--- config.mk ---
export PLATFORM = sky130hd
export DESIGN_NAME = core_pipe_mem
export DESIGN_NICKNAME = d
export VERILOG_FILES = /design/src/rtl/core_pipe_mem.sv
export SDC_FILE = /design/constraint.sdc
export NUM_CORES = 1
export LEC_CHECK = 0
export ABC_AREA = 1
export CAP_MARGIN = 40
export CORE_AREA = 2 2 222 224
export CTS_CLUSTER_SIZE = 20
export DETAILED_ROUTE_END_ITERATION = 8
export DIE_AREA = 0 0 224 226
export PLACE_DENSITY = 0.55
export SLEW_MARGIN = 20
export SYNTH_ARGS = -nofsm -noshare
export SYNTH_HDL_FRONTEND = slang
export SYNTH_SLANG_ARGS = --single-unit
export TNS_END_PERCENT = 20
--- constraint.sdc ---
create_clock -name g_clk -period 2.21 [get_ports g_clk]
set_clock_uncertainty 0.15 [all_clocks]
set_input_delay 0.3315 -clock g_clk [delete_from_list [all_inputs] [get_ports g_clk]]
set_output_delay 0.3315 -clock g_clk [all_outputs]
set_load 0.02 [all_outputs]
--- src/rtl/core_pipe_mem.sv ---
// Memory-request stage between execute (s2) and writeback (s3): holds one instruction,
// issues the aligned data-memory request and turns misaligned accesses into traps.
module core_pipe_mem #(
    parameter  int XLEN       = 64,
    parameter  int WB_OP_W    = 2,
    parameter  int CSR_OP_W   = 3,
    parameter  int CFU_OP_W   = 3,
    localparam int MEM_ADDR_W = XLEN,
    localparam int MEM_STRB_W = XLEN / 8
) (
    input  logic                  g_clk,
    input  logic                  g_reset,
    input  logic                  flush,

    input  logic                  s2_valid,
    output logic                  s2_ready,
    input  logic [XLEN-1:0]       s2_pc,
    input  logic [31:0]           s2_instr,
    input  logic [XLEN-1:0]       s2_wdata,
    input  logic [XLEN-1:0]       s2_store_data,
    input  logic [4:0]            s2_rd,
    input  logic [6:0]            s2_lsu_op,
    input  logic [WB_OP_W-1:0]    s2_wb_op,
    input  logic [CSR_OP_W-1:0]   s2_csr_op,
    input  logic [CFU_OP_W-1:0]   s2_cfu_op,
    input  logic                  s2_trap,

    output logic                  s3_valid,
    input  logic                  s3_ready,
    output logic [XLEN-1:0]       s3_pc,
    output logic [31:0]           s3_instr,
    output logic [XLEN-1:0]       s3_wdata,
    output logic [4:0]            s3_rd,
    output logic [6:0]            s3_lsu_op,
    output logic [WB_OP_W-1:0]    s3_wb_op,
    output logic [CSR_OP_W-1:0]   s3_csr_op,
    output logic [CFU_OP_W-1:0]   s3_cfu_op,
    output logic                  s3_trap,

    output logic                  dmem_req,
    output logic [MEM_ADDR_W-1:0] dmem_addr,
    output logic                  dmem_wen,
    output logic [MEM_STRB_W-1:0] dmem_strb,
    output logic [XLEN-1:0]       dmem_wdata,
    input  logic                  dmem_gnt
);

    typedef enum logic [1:0] {EMPTY, REQ, HOLD} state_e;

    state_e                  state_q, state_d;
    logic [XLEN-1:0]         pc_q, wdata_q, addr_q, sdata_q;
    logic [31:0]             instr_q;
    logic [4:0]              rd_q, rd_d;
    logic [6:0]              lsu_q, lsu_d;
    logic [WB_OP_W-1:0]      wb_q;
    logic [CSR_OP_W-1:0]     csr_q;
    logic [CFU_OP_W-1:0]     cfu_q;
    logic                    trap_q, trap_d;
    logic                    wen_q, wen_d;
    logic [MEM_STRB_W-1:0]   strb_q, strb_d, strb_base;
    logic [MEM_ADDR_W-1:0]   addr_d;
    logic [XLEN-1:0]         sdata_d;

    logic op_load, op_store, op_byte, op_half, op_word, op_double;
    logic is_mem, misal, misal_trap, go_req;
    logic handover, e_acc;

    assign op_load   = s2_lsu_op[0];
    assign op_store  = s2_lsu_op[1];
    assign op_byte   = s2_lsu_op[2];
    assign op_half   = s2_lsu_op[3];
    assign op_word   = s2_lsu_op[4];
    assign op_double = s2_lsu_op[5];
    assign is_mem    = op_load || op_store;

    assign misal = (op_half && s2_wdata[0]) ||
                   (op_word && (s2_wdata[1:0] != 2'b00)) ||
                   (op_double && (s2_wdata[2:0] != 3'b000));

    // An upstream trap keeps its own cause; misalignment only reports on clean mem ops.
    assign misal_trap = is_mem && !s2_trap && misal;
    assign go_req     = is_mem && !s2_trap && !misal;

    assign dmem_req = (state_q == REQ) && s3_ready && !flush;
    assign s3_valid = (state_q == REQ)  ? (dmem_req && dmem_gnt) :
                      (state_q == HOLD) ? !flush : 1'b0;
    assign handover = s3_valid && s3_ready;
    assign s2_ready = !flush && ((state_q == EMPTY) || handover);
    assign e_acc    = s2_valid && s2_ready;

    // NOTE: every always_comb output gets a default first so no latch is inferred.
    always_comb begin
        strb_base = '0;
        if (op_byte)        strb_base = 8'h01;
        else if (op_half)   strb_base = 8'h03;
        else if (op_word)   strb_base = 8'h0F;
        else if (op_double) strb_base = 8'hFF;

        rd_d    = misal_trap ? (op_load ? 5'd4 : 5'd6) : s2_rd;
        lsu_d   = misal_trap ? {s2_lsu_op[6:2], 2'b00} : s2_lsu_op;
        trap_d  = s2_trap || misal_trap;
        wen_d   = go_req && op_store;
        strb_d  = wen_d ? (strb_base << s2_wdata[2:0]) : '0;
        addr_d  = {s2_wdata[XLEN-1:3], 3'b000};
        sdata_d = s2_store_data << {s2_wdata[2:0], 3'b000};

        state_d = state_q;
        if (flush)         state_d = EMPTY;
        else if (e_acc)    state_d = go_req ? REQ : HOLD;
        else if (handover) state_d = EMPTY;
    end

    // NOTE: sequential state uses non-blocking assignments so all registers update together.
    always_ff @(posedge g_clk) begin
        if (g_reset) begin
            state_q <= EMPTY;
            pc_q    <= '0;
            instr_q <= '0;
            wdata_q <= '0;
            rd_q    <= '0;
            lsu_q   <= '0;
            wb_q    <= '0;
            csr_q   <= '0;
            cfu_q   <= '0;
            trap_q  <= 1'b0;
            addr_q  <= '0;
            wen_q   <= 1'b0;
            strb_q  <= '0;
            sdata_q <= '0;
        end else begin
            state_q <= state_d;
            if (e_acc) begin
                pc_q    <= s2_pc;
                instr_q <= s2_instr;
                wdata_q <= s2_wdata;
                rd_q    <= rd_d;
                lsu_q   <= lsu_d;
                wb_q    <= s2_wb_op;
                csr_q   <= s2_csr_op;
                cfu_q   <= s2_cfu_op;
                trap_q  <= trap_d;
                addr_q  <= addr_d;
                wen_q   <= wen_d;
                strb_q  <= strb_d;
                sdata_q <= sdata_d;
            end else if (flush || handover) begin
                // Stage drains: drop write intent so a stale store cannot linger.
                wen_q  <= 1'b0;
                strb_q <= '0;
            end
        end
    end

    assign s3_pc      = pc_q;
    assign s3_instr   = instr_q;
    assign s3_wdata   = wdata_q;
    assign s3_rd      = rd_q;
    assign s3_lsu_op  = lsu_q;
    assign s3_wb_op   = wb_q;
    assign s3_csr_op  = csr_q;
    assign s3_cfu_op  = cfu_q;
    assign s3_trap    = trap_q;
    assign dmem_addr  = addr_q;
    assign dmem_wen   = wen_q;
    assign dmem_strb  = strb_q;
    assign dmem_wdata = sdata_q;

endmodule

### Word-level counts from Yosys, hierarchy flattened

Index checks and enable logic that the tools add are counted.

* register bits after elaboration: 317
* input port bits: 251
* output and inout port bits: 321
* word-level logic and storage cells: 63

* equality and inequality tests: 2
* shifts and indexed selects: 2
* muxes and demuxes: 17
* reduce and logical (&&, ||, !) cells: 28

Operators with widths (count)
* $shl 64x6->64: 1
* $mux 8: 7
* $logic_and 1x1->1: 13
* $mux 2: 5
* $shl 8x3->8: 1
* $logic_or 1x1->1: 6
* $reduce_bool 2->1: 3
* $mux 5: 1
* $mux 1: 4
* $logic_not 1->1: 3
* $reduce_bool 3->1: 1
* $eq 2x1->1 const B: 1
* $eq 2x2->1 const B: 1
* $logic_not 2->1: 1
* $reduce_or 2->1: 1

### Longest topological paths before layout

* depth in word-level cells: 10
* gate-level depth with buffers: 12
* mapped depth without buffers: 10

### Least setup slack after synthesis

No wires, ideal clock.

* path type: reg2reg
* from: reg state_q[1]
* to: reg sdata_q[47], in the netlist dmem_wdata[47]
* library setup time: 0.115 ns
* arrival: 1.496 ns
* data required time: 1.945 ns
* setup slack: 0.449 ns
* stages on the path, launching flop included: 12
* path buffers: 3
* period minus slack after synthesis: 1.761 ns
* path through: dfxtp_1 > nor2_2 > nand3_1 > nand2_2 > nand2_2 > nand2_2 > nand2_2 > buf_6 > buf_6 > buf_6 > a21oi_1 > nor2_1

* longest elaborated chain between the ends: 9
* elaborated cells on any way between the ends: 12
* classes of those cells: 2 x eq/ne; 2 x mux; 8 x reduce/logical

Ends and longest elaborated chain
* start, declared: RTL line 50 `state_e state_q, state_d;`
* start signal, assigned: RTL line 131 `state_q <= state_d;`
* $eq 2x1->1: RTL line 84, 85
* $logic_and 1x1->1 (2 in a row): RTL line 84 `assign dmem_req = (state_q == REQ) && s3_ready && !flush;`
* $logic_and 1x1->1: RTL line 85 `assign s3_valid = (state_q == REQ) ? (dmem_req && dmem_gnt) :`
* $mux 1 *: RTL line 85
* via s3_valid: RTL line 28 `output logic s3_valid,`
* $logic_and 1x1->1 *: RTL line 87 `assign handover = s3_valid && s3_ready;`
* $logic_or 1x1->1 *: RTL line 88 `assign s2_ready = !flush && ((state_q == EMPTY) || handover);`
* $logic_and 1x1->1 *: RTL line 88
* via s2_ready: RTL line 16 `output logic s2_ready,`
* $logic_and 1x1->1 *: RTL line 89 `assign e_acc = s2_valid && s2_ready;`
* end signal, assigned: RTL line 145 `sdata_q <= sdata_d;`
* end, declared: RTL line 51 `logic [XLEN-1:0] pc_q, wdata_q, addr_q, sdata_q;`

Mark *: on every way through the listed nets, which the timed path passes. The rest lies on a longest branch.
A chain may end at the register's enable or synchronous reset.

==> results.cfg <==
[status]
status = completed

[die]
ios = 572
initial_utilization_pct = 23.31
die_area_um2 = 50620
die_w_um = 224
die_h_um = 226
fp-row-count = 81
core_um2 = 48340

[sta]
slew-limit-headroom_pct = 57.04
drv_slew = 0
final_hold_viol_count = 0
period_share_pct = 97.17
setup_viol = 0
grt_setup_unrepaired = false
setup_tns_ns = 0
worst_pin_slew_ns = 0.6444
fmax_ghz = 0.4657
min_period_ns = 2.147

[final_layout]
finalCoreUtilization_pct = 38.93
finalNonFillerCells = 2783
drive_gt1_share_pct = 7.653
fillers = 4982
areaGrowthSynthToFinish_pct = 67.03
finalNetCount = 2383

[placed_design]
dp_hpwl_um = 40530
gp_congestion = 0.8966
dp.cells = 2721
numPortBuffers = 568

[route]
dr.pass1.iters = 7
ant_nets = 0
num_vias = 12650
post-route-drc-count = 0
wl_um = 52280
detail_route.wl_per_cell_um = 18.79
drtIter0Drc = 860
viasPerCell = 4.544

[setup_path]
cp.arrival_ns = 1.67
cp-end-kind = primary output
crit_type = reg2out
cp.required_ns = 1.73
cp_num_buf_inv = 1
path_delay_family = buffers and inverters
slowest_stage = clkdlybuf4s50_1
critPathLaunchType = flip-flop
critPathMaxStageDelay_ns = 0.65
crit_path_cell_trace = clkdlybuf4s50_1
cp_max_fo = 3

[clock_tree]
cts_buffer_depth = 3
cts_sinks = 256
htreeDepth = 1
cts_buffers = 31
clock_latency_ns = 0.57
cts_tree = built
clock-root-buffer = clkbuf_16
clkTransAtPathRegs_ns = 0.06

[yosys]
synth_seq_area_share_pct = 45.48
synth_area_per_cell_um2 = 6.951
synth_warnings = 0
ys_types = 26
synthArstFlopShare_pct = 0
yosysMostFrequentCell = nor2_1
synth_area_um2 = 11270
synth_edf_count = 0
yosysTopAreaCell = dfxtp_1
syn-instance-count = 1621
synth_area_leaders = dfxtp_1 (45%), nor2_1 (15%), o21ai_0 (12%)
synthFlopType = dfxtp_1
ys_seq_elements = 256
synth.top_cell.area_share_pct = 45.48
synth_common_cells = nor2_1 (443), nand2_1 (260), o21ai_0 (260), dfxtp_1 (256), a21oi_1 (70)

[global_routing]
grt_start_max_net_pins = 72
grtUsageTotal_pct = 19.57
grt_overflow = 0
antenna_found_initial = 13
grt_pass1_vias = 12340
grt_pass1_wl_um = 75440

[pwr]
ir_drop_mv = 0.5250
powerDensity_nw_per_um2 = 729.0
leakage_nw = 7.374

[flow_run]
cap_violations = 0

[worst_hold_path]
hp-class = in2reg
[cell families (layout without fill, tap and decap cells)]
logic type / Yosys count / count (layout) / share of synthesized area [%]
buf+inv: 219 / 752 / 10.45
simple gates: 776 / 776 / 26.83
compound gates: 369 / 369 / 17.21
flops: 256 / 256 / 45.48
other cells: 1 / 8 / 0.03328
[tightest hold or removal path, delay by kind of cell]
family / cells / cell delay (ns)
AND/OR/NAND/NOR: 1 / 0.04
buffers and inverters: 2 / 0.27
AO/OA/AOI/OAI: 1 / 0.13
[per-stage QoR]
step	power (mW)	setup slack, ns	instance area [µm²]	hold WS [ns]
global placement	8.274	-0.2171	17710	0.3055
finish	13.72	0.06257	18820	0.09803
CTS	13.94	-0.08597	18810	0.08749
floorplan	6.620	0.4490	11280	0.3146
global route	14.34	0.00006273	18810	0.1172
detailed placement	8.297	-0.2013	17710	0.3081
[cell usage in the layout (no fill, tap or decap), drive strengths merged, types with 4 or more instances in the layout]
| cell | netlist | layout |
|---|---|---|
| diode | 0 | 5 |
| buf | 116 | 97 |
| clkdlybuf4s50 | 0 | 555 |
| clkinv | 1 | 4 |
| or2 | 5 | 5 |
| a22oi | 5 | 5 |
| clkbuf | 69 | 46 |
| o2111ai | 9 | 9 |
| o21ai | 267 | 267 |
| nand3 | 55 | 55 |
| nand2 | 264 | 264 |
| nor2 | 446 | 446 |
| dlygate4sd2 | 0 | 6 |
| bufinv | 0 | 6 |
| dfxtp | 256 | 256 |
| o211ai | 17 | 17 |
| inv | 33 | 35 |
| a21oi | 71 | 71 |
[what timing repair did]
item                       in CTS  in global routing
setup buffers                   0                  0
hold buffers                    0                  0
setup endpoints to repair       8                  3
resized for setup              10                  4
[area by class of cell]
class	instances	area [µm²]	share of cell area [%]
sequential	256	5126	27.24
multi-input combinational	1148	4995	26.54
tap	622	778.2	4.135
inverter	34	130.1	0.6914
clock inverter	12	220.2	1.170
antenna	5	12.51	0.06648
timing repair buffer	661	6671	35.45
clock buffer	45	888.4	4.720
[flip-flops by register name (all words and copies together), names as in the netlist, 2 cells and up]
name	cells
s3_wb_op	2
s3_lsu_op	7
state_q	2
dmem_strb	8
s3_wdata	64
dmem_wdata	64
s3_cfu_op	3
s3_pc	64
s3_instr	32
s3_csr_op	3
s3_rd	5
[layer usage]
| layer | vias to the layer above | GRT usage [%] | share of wire, % |
|---|---|---|---|
| li1 | 6198 | - | - |
| met2 | 492 | 36.26 | 50 |
| met5 | - | 0 | 0.22 |
| met4 | 18 | 8.086 | 4.1 |
| met3 | 111 | 5.972 | 8.5 |
| met1 | 5828 | 20.47 | 37 |
[worst paths after layout]
path                                                start                  endpoint  slack (ns)  cells past startpoint
worst max register to register    state_q[1]$_SDFFE_PP0P_  s3_instr[4]$_SDFFE_PP0P_        0.21                     10
worst max-delay path            s3_wdata[62]$_SDFFE_PP0P_             dmem_addr[62]        0.06                      1
worst min-delay path                              g_reset    s3_pc[50]$_SDFFE_PP0P_         0.1                      4
worst min register to register      s3_rd[3]$_SDFFE_PP0P_     s3_rd[3]$_SDFFE_PP0P_        0.32                      2
[report_power, final]
group / total, mW / internal (mW) / switching, mW
Sequential: 5.10 / 4.91 / 0.185
Clock: 5.55 / 3.47 / 2.07
Combinational: 3.08 / 1.46 / 1.62
Note: power is estimated with default switching activity, not from simulation.
